<file path="src/rtl/rom_arb_pkg.sv">
// rtl/rom_arb_pkg.sv - shared port ids, error word and sizing helper for rom_arbiter
package rom_arb_pkg;

  typedef enum logic {
    PORT_FETCH = 1'b0,
    PORT_DATA  = 1'b1
  } port_e;

  // Word returned in place of rom contents for a bad address
  localparam int unsigned ERR_DATA = 0;

  // Width of the back-to-back data grant counter; never narrower than one bit
  function automatic int unsigned consec_w(input int unsigned max_consec);
    return (max_consec < 2) ? 1 : $clog2(max_consec + 1);
  endfunction

endpackage

</file>
<file path="src/rtl/rom_arbiter_if.sv">
// rtl/rom_arbiter_if.sv - fetch/data request ports, shared response and rom bus of rom_arbiter
interface rom_arbiter_if #(
  parameter int ADDR_W = 32,
  parameter int DATA_W = 32
);

  logic              f_req;
  logic [ADDR_W-1:0] f_addr;
  logic              f_gnt;
  logic              f_rsp_valid;
  logic              d_req;
  logic [ADDR_W-1:0] d_addr;
  logic              d_gnt;
  logic              d_rsp_valid;
  logic [DATA_W-1:0] rsp_data;
  logic              rsp_err;
  logic [ADDR_W-1:0] rom_address;
  logic [DATA_W-1:0] rom_data;

  // Arbiter side
  modport slave (
    input  f_req, f_addr, d_req, d_addr, rom_data,
    output f_gnt, f_rsp_valid, d_gnt, d_rsp_valid, rsp_data, rsp_err, rom_address
  );

  // Requester and rom side
  modport master (
    output f_req, f_addr, d_req, d_addr, rom_data,
    input  f_gnt, f_rsp_valid, d_gnt, d_rsp_valid, rsp_data, rsp_err, rom_address
  );

endinterface

</file>
<file path="src/rtl/rom_arb_pick.sv">
// rtl/rom_arb_pick.sv - combinational grant decision; ROM_ARB_RR_EN selects round-robin
module rom_arb_pick
  import rom_arb_pkg::*;
#(
  parameter int MAX_CONSEC = 3,
  parameter int CW         = 2
) (
  input  logic          f_req_i,
  input  logic          d_req_i,
  input  port_e         last_gnt_i,
`ifndef ROM_ARB_RR_EN
  input  logic [CW-1:0] consec_i,
`endif
  output logic          f_gnt_o,
  output logic          d_gnt_o
);

`ifndef ROM_ARB_RR_EN
  // Priority mode breaks ties by the starvation counter, not by history
  logic unused_last_gnt;
  assign unused_last_gnt = last_gnt_i;
`endif

  // One grant at most; contention resolved by the configured policy
  always_comb begin
    f_gnt_o = 1'b0;
    d_gnt_o = 1'b0;
    if (f_req_i && d_req_i) begin
`ifdef ROM_ARB_RR_EN
      if (last_gnt_i == PORT_FETCH) d_gnt_o = 1'b1;
      else                          f_gnt_o = 1'b1;
`else
      if (consec_i == CW'(MAX_CONSEC)) f_gnt_o = 1'b1;
      else                             d_gnt_o = 1'b1;
`endif
    end else begin
      f_gnt_o = f_req_i;
      d_gnt_o = d_req_i;
    end
  end

endmodule

</file>
<file path="src/rtl/rom_arbiter.sv">
// rtl/rom_arbiter.sv - shares the single-port rom between fetch and data load; ROM_ARB_RR_EN selects round-robin
module rom_arbiter
  import rom_arb_pkg::*;
#(
  parameter int ADDR_W     = 32,
  parameter int DATA_W     = 32,
  parameter int ROM_BYTES  = 1024,
  parameter int MAX_CONSEC = 3
) (
  input  logic          clk,
  input  logic          reset,
  rom_arbiter_if.slave  bus
);

  localparam int CW = consec_w(MAX_CONSEC);

  port_e             last_gnt_q, last_gnt_d;
`ifndef ROM_ARB_RR_EN
  logic [CW-1:0]     consec_q, consec_d;
`endif
  logic              f_pick, d_pick;
  logic              f_gnt, d_gnt;
  logic [ADDR_W-1:0] gnt_addr;
  logic              addr_err;
  logic              f_rsp_valid_q, d_rsp_valid_q;
  logic [DATA_W-1:0] rsp_data_q;
  logic              rsp_err_q;

  rom_arb_pick #(
    .MAX_CONSEC (MAX_CONSEC),
    .CW         (CW)
  ) u_pick (
    .f_req_i    (bus.f_req),
    .d_req_i    (bus.d_req),
    .last_gnt_i (last_gnt_q),
`ifndef ROM_ARB_RR_EN
    .consec_i   (consec_q),
`endif
    .f_gnt_o    (f_pick),
    .d_gnt_o    (d_pick)
  );

  // Grant gating, address mux, range/alignment check and next arbitration state
  always_comb begin
    f_gnt      = f_pick & ~reset;
    d_gnt      = d_pick & ~reset;
    gnt_addr   = d_pick ? bus.d_addr : bus.f_addr;
    addr_err   = (gnt_addr >= ADDR_W'(ROM_BYTES)) || (gnt_addr[1:0] != 2'b00);
    last_gnt_d = last_gnt_q;
    if (d_gnt)      last_gnt_d = PORT_DATA;
    else if (f_gnt) last_gnt_d = PORT_FETCH;
`ifndef ROM_ARB_RR_EN
    consec_d = consec_q;
    if (!bus.f_req || f_gnt)                          consec_d = '0;
    else if (d_gnt && (consec_q != CW'(MAX_CONSEC)))  consec_d = consec_q + 1'b1;
`endif
  end

  // Arbitration history registers
  always_ff @(posedge clk) begin
    if (reset) begin
      last_gnt_q <= PORT_FETCH;
`ifndef ROM_ARB_RR_EN
      consec_q   <= '0;
`endif
    end else begin
      last_gnt_q <= last_gnt_d;
`ifndef ROM_ARB_RR_EN
      consec_q   <= consec_d;
`endif
    end
  end

  // Response pipeline: capture rom word at end of the grant cycle, hold it otherwise
  always_ff @(posedge clk) begin
    if (reset) begin
      f_rsp_valid_q <= 1'b0;
      d_rsp_valid_q <= 1'b0;
      rsp_data_q    <= '0;
      rsp_err_q     <= 1'b0;
    end else begin
      f_rsp_valid_q <= f_gnt;
      d_rsp_valid_q <= d_gnt;
      if (f_gnt || d_gnt) begin
        rsp_data_q <= addr_err ? DATA_W'(ERR_DATA) : bus.rom_data;
        rsp_err_q  <= addr_err;
      end
    end
  end

  // A response whose grant preceded reset is suppressed during the reset cycle too
  assign bus.f_gnt       = f_gnt;
  assign bus.d_gnt       = d_gnt;
  assign bus.rom_address = gnt_addr;
  assign bus.f_rsp_valid = f_rsp_valid_q & ~reset;
  assign bus.d_rsp_valid = d_rsp_valid_q & ~reset;
  assign bus.rsp_data    = rsp_data_q;
  assign bus.rsp_err     = rsp_err_q;

endmodule

</file>
<file path="src/flat_wrapper.sv">
// flat-port wrapper written by rule: the top's interface ports become plain ports
module rom_arbiter_flat import rom_arb_pkg::*;
#(
  parameter int ADDR_W     = 32,
  parameter int DATA_W     = 32,
  parameter int ROM_BYTES  = 1024,
  parameter int MAX_CONSEC = 3
)
  (clk, reset, bus_f_req, bus_f_addr, bus_d_req, bus_d_addr, bus_rom_data, bus_f_gnt, bus_f_rsp_valid, bus_d_gnt, bus_d_rsp_valid, bus_rsp_data, bus_rsp_err, bus_rom_address);
  rom_arbiter_if #(.ADDR_W(ADDR_W), .DATA_W(DATA_W)) bus_i ();
  input  logic clk;
  input  logic reset;
  input wire logic [$bits(bus_i.f_req)-1:0] bus_f_req;
  input wire logic [$bits(bus_i.f_addr)-1:0] bus_f_addr;
  input wire logic [$bits(bus_i.d_req)-1:0] bus_d_req;
  input wire logic [$bits(bus_i.d_addr)-1:0] bus_d_addr;
  input wire logic [$bits(bus_i.rom_data)-1:0] bus_rom_data;
  output wire logic [$bits(bus_i.f_gnt)-1:0] bus_f_gnt;
  output wire logic [$bits(bus_i.f_rsp_valid)-1:0] bus_f_rsp_valid;
  output wire logic [$bits(bus_i.d_gnt)-1:0] bus_d_gnt;
  output wire logic [$bits(bus_i.d_rsp_valid)-1:0] bus_d_rsp_valid;
  output wire logic [$bits(bus_i.rsp_data)-1:0] bus_rsp_data;
  output wire logic [$bits(bus_i.rsp_err)-1:0] bus_rsp_err;
  output wire logic [$bits(bus_i.rom_address)-1:0] bus_rom_address;
  assign bus_i.f_req = bus_f_req;
  assign bus_i.f_addr = bus_f_addr;
  assign bus_i.d_req = bus_d_req;
  assign bus_i.d_addr = bus_d_addr;
  assign bus_i.rom_data = bus_rom_data;
  assign bus_f_gnt = bus_i.f_gnt;
  assign bus_f_rsp_valid = bus_i.f_rsp_valid;
  assign bus_d_gnt = bus_i.d_gnt;
  assign bus_d_rsp_valid = bus_i.d_rsp_valid;
  assign bus_rsp_data = bus_i.rsp_data;
  assign bus_rsp_err = bus_i.rsp_err;
  assign bus_rom_address = bus_i.rom_address;
  rom_arbiter #(.ADDR_W(ADDR_W), .DATA_W(DATA_W), .ROM_BYTES(ROM_BYTES), .MAX_CONSEC(MAX_CONSEC)) u_core (.clk(clk), .reset(reset), .bus(bus_i));
endmodule
</file>
<file path="config.mk">
export PLATFORM = sky130hd
export DESIGN_NAME = rom_arbiter_flat
export DESIGN_NICKNAME = d
export VERILOG_FILES = /design/src/rtl/rom_arb_pkg.sv /design/src/rtl/rom_arbiter_if.sv /design/src/rtl/rom_arb_pick.sv /design/src/rtl/rom_arbiter.sv /design/src/flat_wrapper.sv
export SDC_FILE = /design/constraint.sdc
export NUM_CORES = 1
export LEC_CHECK = 0
export ABC_AREA = 0
export CAP_MARGIN = 40
export CORE_MARGIN = 5
export CORE_UTILIZATION = 33
export CTS_BUF_LIST = sky130_fd_sc_hd__clkbuf_4
export DETAILED_ROUTE_END_ITERATION = 8
export PLACE_DENSITY = 0.91
export SYNTH_ARGS = -nofsm -noshare
export SYNTH_HDL_FRONTEND = slang
export SYNTH_SLANG_ARGS = --single-unit
</file>
<file path="constraint.sdc">
create_clock -name clk -period 2.85 [get_ports clk]
set_input_delay 0.4275 -clock clk [delete_from_list [all_inputs] [get_ports clk]]
set_output_delay 0.4275 -clock clk [all_outputs]
set_load 0.05 [all_outputs]
</file>
==> metrics.csv <==
stage,metric,value,unit
run_status,outcome,completed,
routing,Via Count,1866,
floorplan,die height,81.7,um
power,pwr dens,353,nW/um2
clock_tree,H-tree depth,2,
clock_tree,Clock Tree Root,clkbuf_4,
timing,setup TNS,0,ns
final_layout,layout cell share with drive strength beyond 1,26.1,%
global_routing,first-pass GRT wire length,9650,um
routing,number of DRC markers in iteration 0,24,
synth,top-area cell type share of the netlist area,43.7,%
timing,fin. max-slew vios,0,
clock_tree,setup bufs post-CTS,0,
worst_setup_path,worst-path maximum fanout,28,
routing,total wire length,6500,um
floorplan,Core ar.,5040,um2
worst_setup_path,critical path buffer and inverter count,3,
hold_path,worst min path class,reg2reg,
worst_setup_path,Worst EP arrival,2.11,ns
global_routing,largest net degree at the start of global routing,33,
synth,Netlist cell types,20,
synth,Synth Cell Area,1690,um2
clock_tree,"CTS clk-pin slew, worst paths",0.10,ns
place,detailed placement HPWL,5530,um
synth,YS warnings,0,
floorplan,Ports,169,
timing,Worst-Margin Slew,0.548,ns
floorplan,Die Area,6670,um2
clock_tree,total CTS buffers,5,
floorplan,Initial Util,33.6,%
place,IO buf count,168,
timing,Fmax,394,MHz
timing,setup ws final,0.310,ns
global_routing,number of global-route vias before repair,2032,
routing,Antenna Violating Nets Remaining,0,
final_layout,Antenna diodes,0,
worst_setup_path,WP data required,2.42,ns
synth,Syn Inst Count,143,
worst_setup_path,Crit-path slowest cell,clkdlybuf4s50_1,
final_layout,final core utilization,68.3,%
synth,register bit total from synthesis,37,
timing,unrepaired setup endpoints after global routing,false,
final_layout,fill count,379,
timing,fin crit period,2.54,ns
timing,Final Cycle Share,89.1,%
clock_tree,hold_buf cts,0,
timing,final count of hold timing violations,0,
place,Placed Cells,376,
synth,Mapped Nets,244,
worst_setup_path,reg2reg setup slack,0.79,ns
synth,cell taking the most area after synthesis,dfxtp_1,
worst_setup_path,Crit path largest cell delay,0.53,ns
floorplan,Die X,81.7,um
run,Max-Cap Viols,0,
place,pre-CTS WS,0.303,ns
clock_tree,CTS tree,built,
global_routing,grt ovf,0,
clock_tree,Clock Latency Late Sink,0.33,ns
hold_path,Hold Path End,u_core.consec_q[0],
worst_setup_path,r2r endpoint,u_core.bus.rsp_data[15],
timing,clock skew,0.00779,ns
final_layout,Post-layout nets,414,
clock_tree,CTS max path bufs,2,
power,worst vdd ir,190,uV
worst_setup_path,startpoint types,input port,
worst_setup_path,crit path kind,in2out,
routing,Vias per Instance,4.86,
clock_tree,post-cts gate resize count,0,
worst_setup_path,crit end category,output pin,
worst_setup_path,Critical Path Start,bus_d_req,
worst_setup_path,Reg2Reg Depth,7,
clock_tree,CTS sink count,37,
timing,setup violators final,0,
place,GP Congestion,0.802,
hold_path,Worst Hold Depth,1,
final_layout,area delta synth->final,103,%
worst_setup_path,cells along the critical path,clkdlybuf4s50_1 -> a21boi_4 -> buf_12 -> mux2_2 -> buf_4,
synth,Syn Area/Cell,11.8,um2
routing,First-pass DRT Iterations,4,
synth,"top cells by area, synth","dfxtp_1 (44%), mux2_2 (21%), a22o_1 (17%)",
worst_setup_path,"CP delay by family, top",buffers and inverters,
synth,"Seq/Total Area, Yosys",43.7,%
timing,Rel. slew slack,63.3,%
global_routing,initial antenna violation count,0,
worst_setup_path,r2r startpoint,u_core.consec_q[0],
power,Lkg Pwr,1.35,nW
hold_path,hold path start,u_core.consec_q[0],
routing,drt drc,0,
global_routing,GR Util All Layers,18.8,%
final_layout,Final Non-Filler Cells,384,
floorplan,FP Rows,26,
routing,Routed WL per cell,16.9,um
[synthesized netlist by cell type]
cell type,number
dfxtp_1,37
ha_1,1
o22ai_4,1
nand2_1,1
nor2b_1,4
nor4_1,11
a22o_1,32
nor4_2,1
nor2_1,1
and3_1,1
clkbuf_1,3
a21boi_4,1
nand4b_1,1
and2b_1,4
buf_2,3
nand4b_2,1
nand4_1,2
buf_6,3
mux2_2,32
nor3_1,3
[flip-flops by register name (all words and copies together) (netlist names)]
signal and cells:
u_core.consec_q 2, u_core.f_rsp_valid_q 1, u_core.bus.rsp_err 1, u_core.bus.rsp_data 32, u_core.d_rsp_valid_q 1
[cells in the final DEF, fill, tap and decap left out]
master,synthesis,layout
nor4_2,1,1
clkinv_2,0,1
nor2b_1,4,4
nor3_1,3,2
clkinv_4,0,1
buf_4,0,35
clkinv_1,0,1
buf_12,0,3
nor2_1,1,1
ha_1,1,1
a21boi_4,1,1
clkbuf_4,0,5
nand2_1,1,1
clkdlybuf4s50_1,0,134
dfxtp_1,37,37
nor3_2,0,1
a22o_1,32,32
o22ai_4,1,1
nand4b_2,1,1
mux2_2,32,32
nor4_1,11,11
nand4_1,2,2
nand4b_1,1,1
and3_1,1,1
and2b_1,4,4
[power by group]
| group | switching, mW | total [mW] | internal [mW] |
|---|---|---|---|
| registers | 0.00132 | 0.521 | 0.520 |
| clock network | 0.173 | 0.266 | 0.0935 |
| logic | 0.216 | 0.430 | 0.213 |
[kinds of logic after synthesis]
logic type      Yosys count  share of synthesized area [%]
flops                    37                           43.7
compound gates           34                           18.8
mux                      32                           21.3
simple gates             30                           11.9
buf+inv                   9                           3.54
fa+ha+maj                 1                          0.738
[final cells by class]
class	count	area, um2	share of cell area (%)
multi-input cells	97	898	26.1
flip-flops and latches	37	741	21.5
clock buffers	5	37.5	1.09
clock inverters	3	17.5	0.508
repair buffers	172	1660	48.3
well taps	70	87.6	2.54
[metrics by stage]
stage                     hold slack [ns]  power (mW)  cell area, um2
final                               0.434        1.22            3450
after global routing                0.451        1.27            3450
after CTS                           0.439        1.23            3450
after detailed placement            0.419       0.965            3390
after global placement              0.404       0.960            3390
after floorplan                     0.396       0.740            1690
[how the worst max path moves through the flow]
stage	to	slack, ns	cells after the start
3_3_place_gp	bus_rom_address[14]	0.35	5
5_1_grt	bus_rom_address[24]	0.26	5
4_1_cts	bus_rom_address[21]	0.30	5
2_1_floorplan	bus_d_gnt	0.70	4
3_5_place_dp	bus_rom_address[21]	0.30	5
6_report	bus_rom_address[14]	0.31	5
[per-layer routing]
layer  global-route usage [%]  wire length, um  vias to the layer above
li1                         -                -                      907
met5                        0                0                        -
met1                     19.2             2350                      849
met2                     36.0             3450                      100
met3                     5.48              574                       10
met4                     6.31              121                        0
No activity file was read; power rests on OpenSTA's default activity.
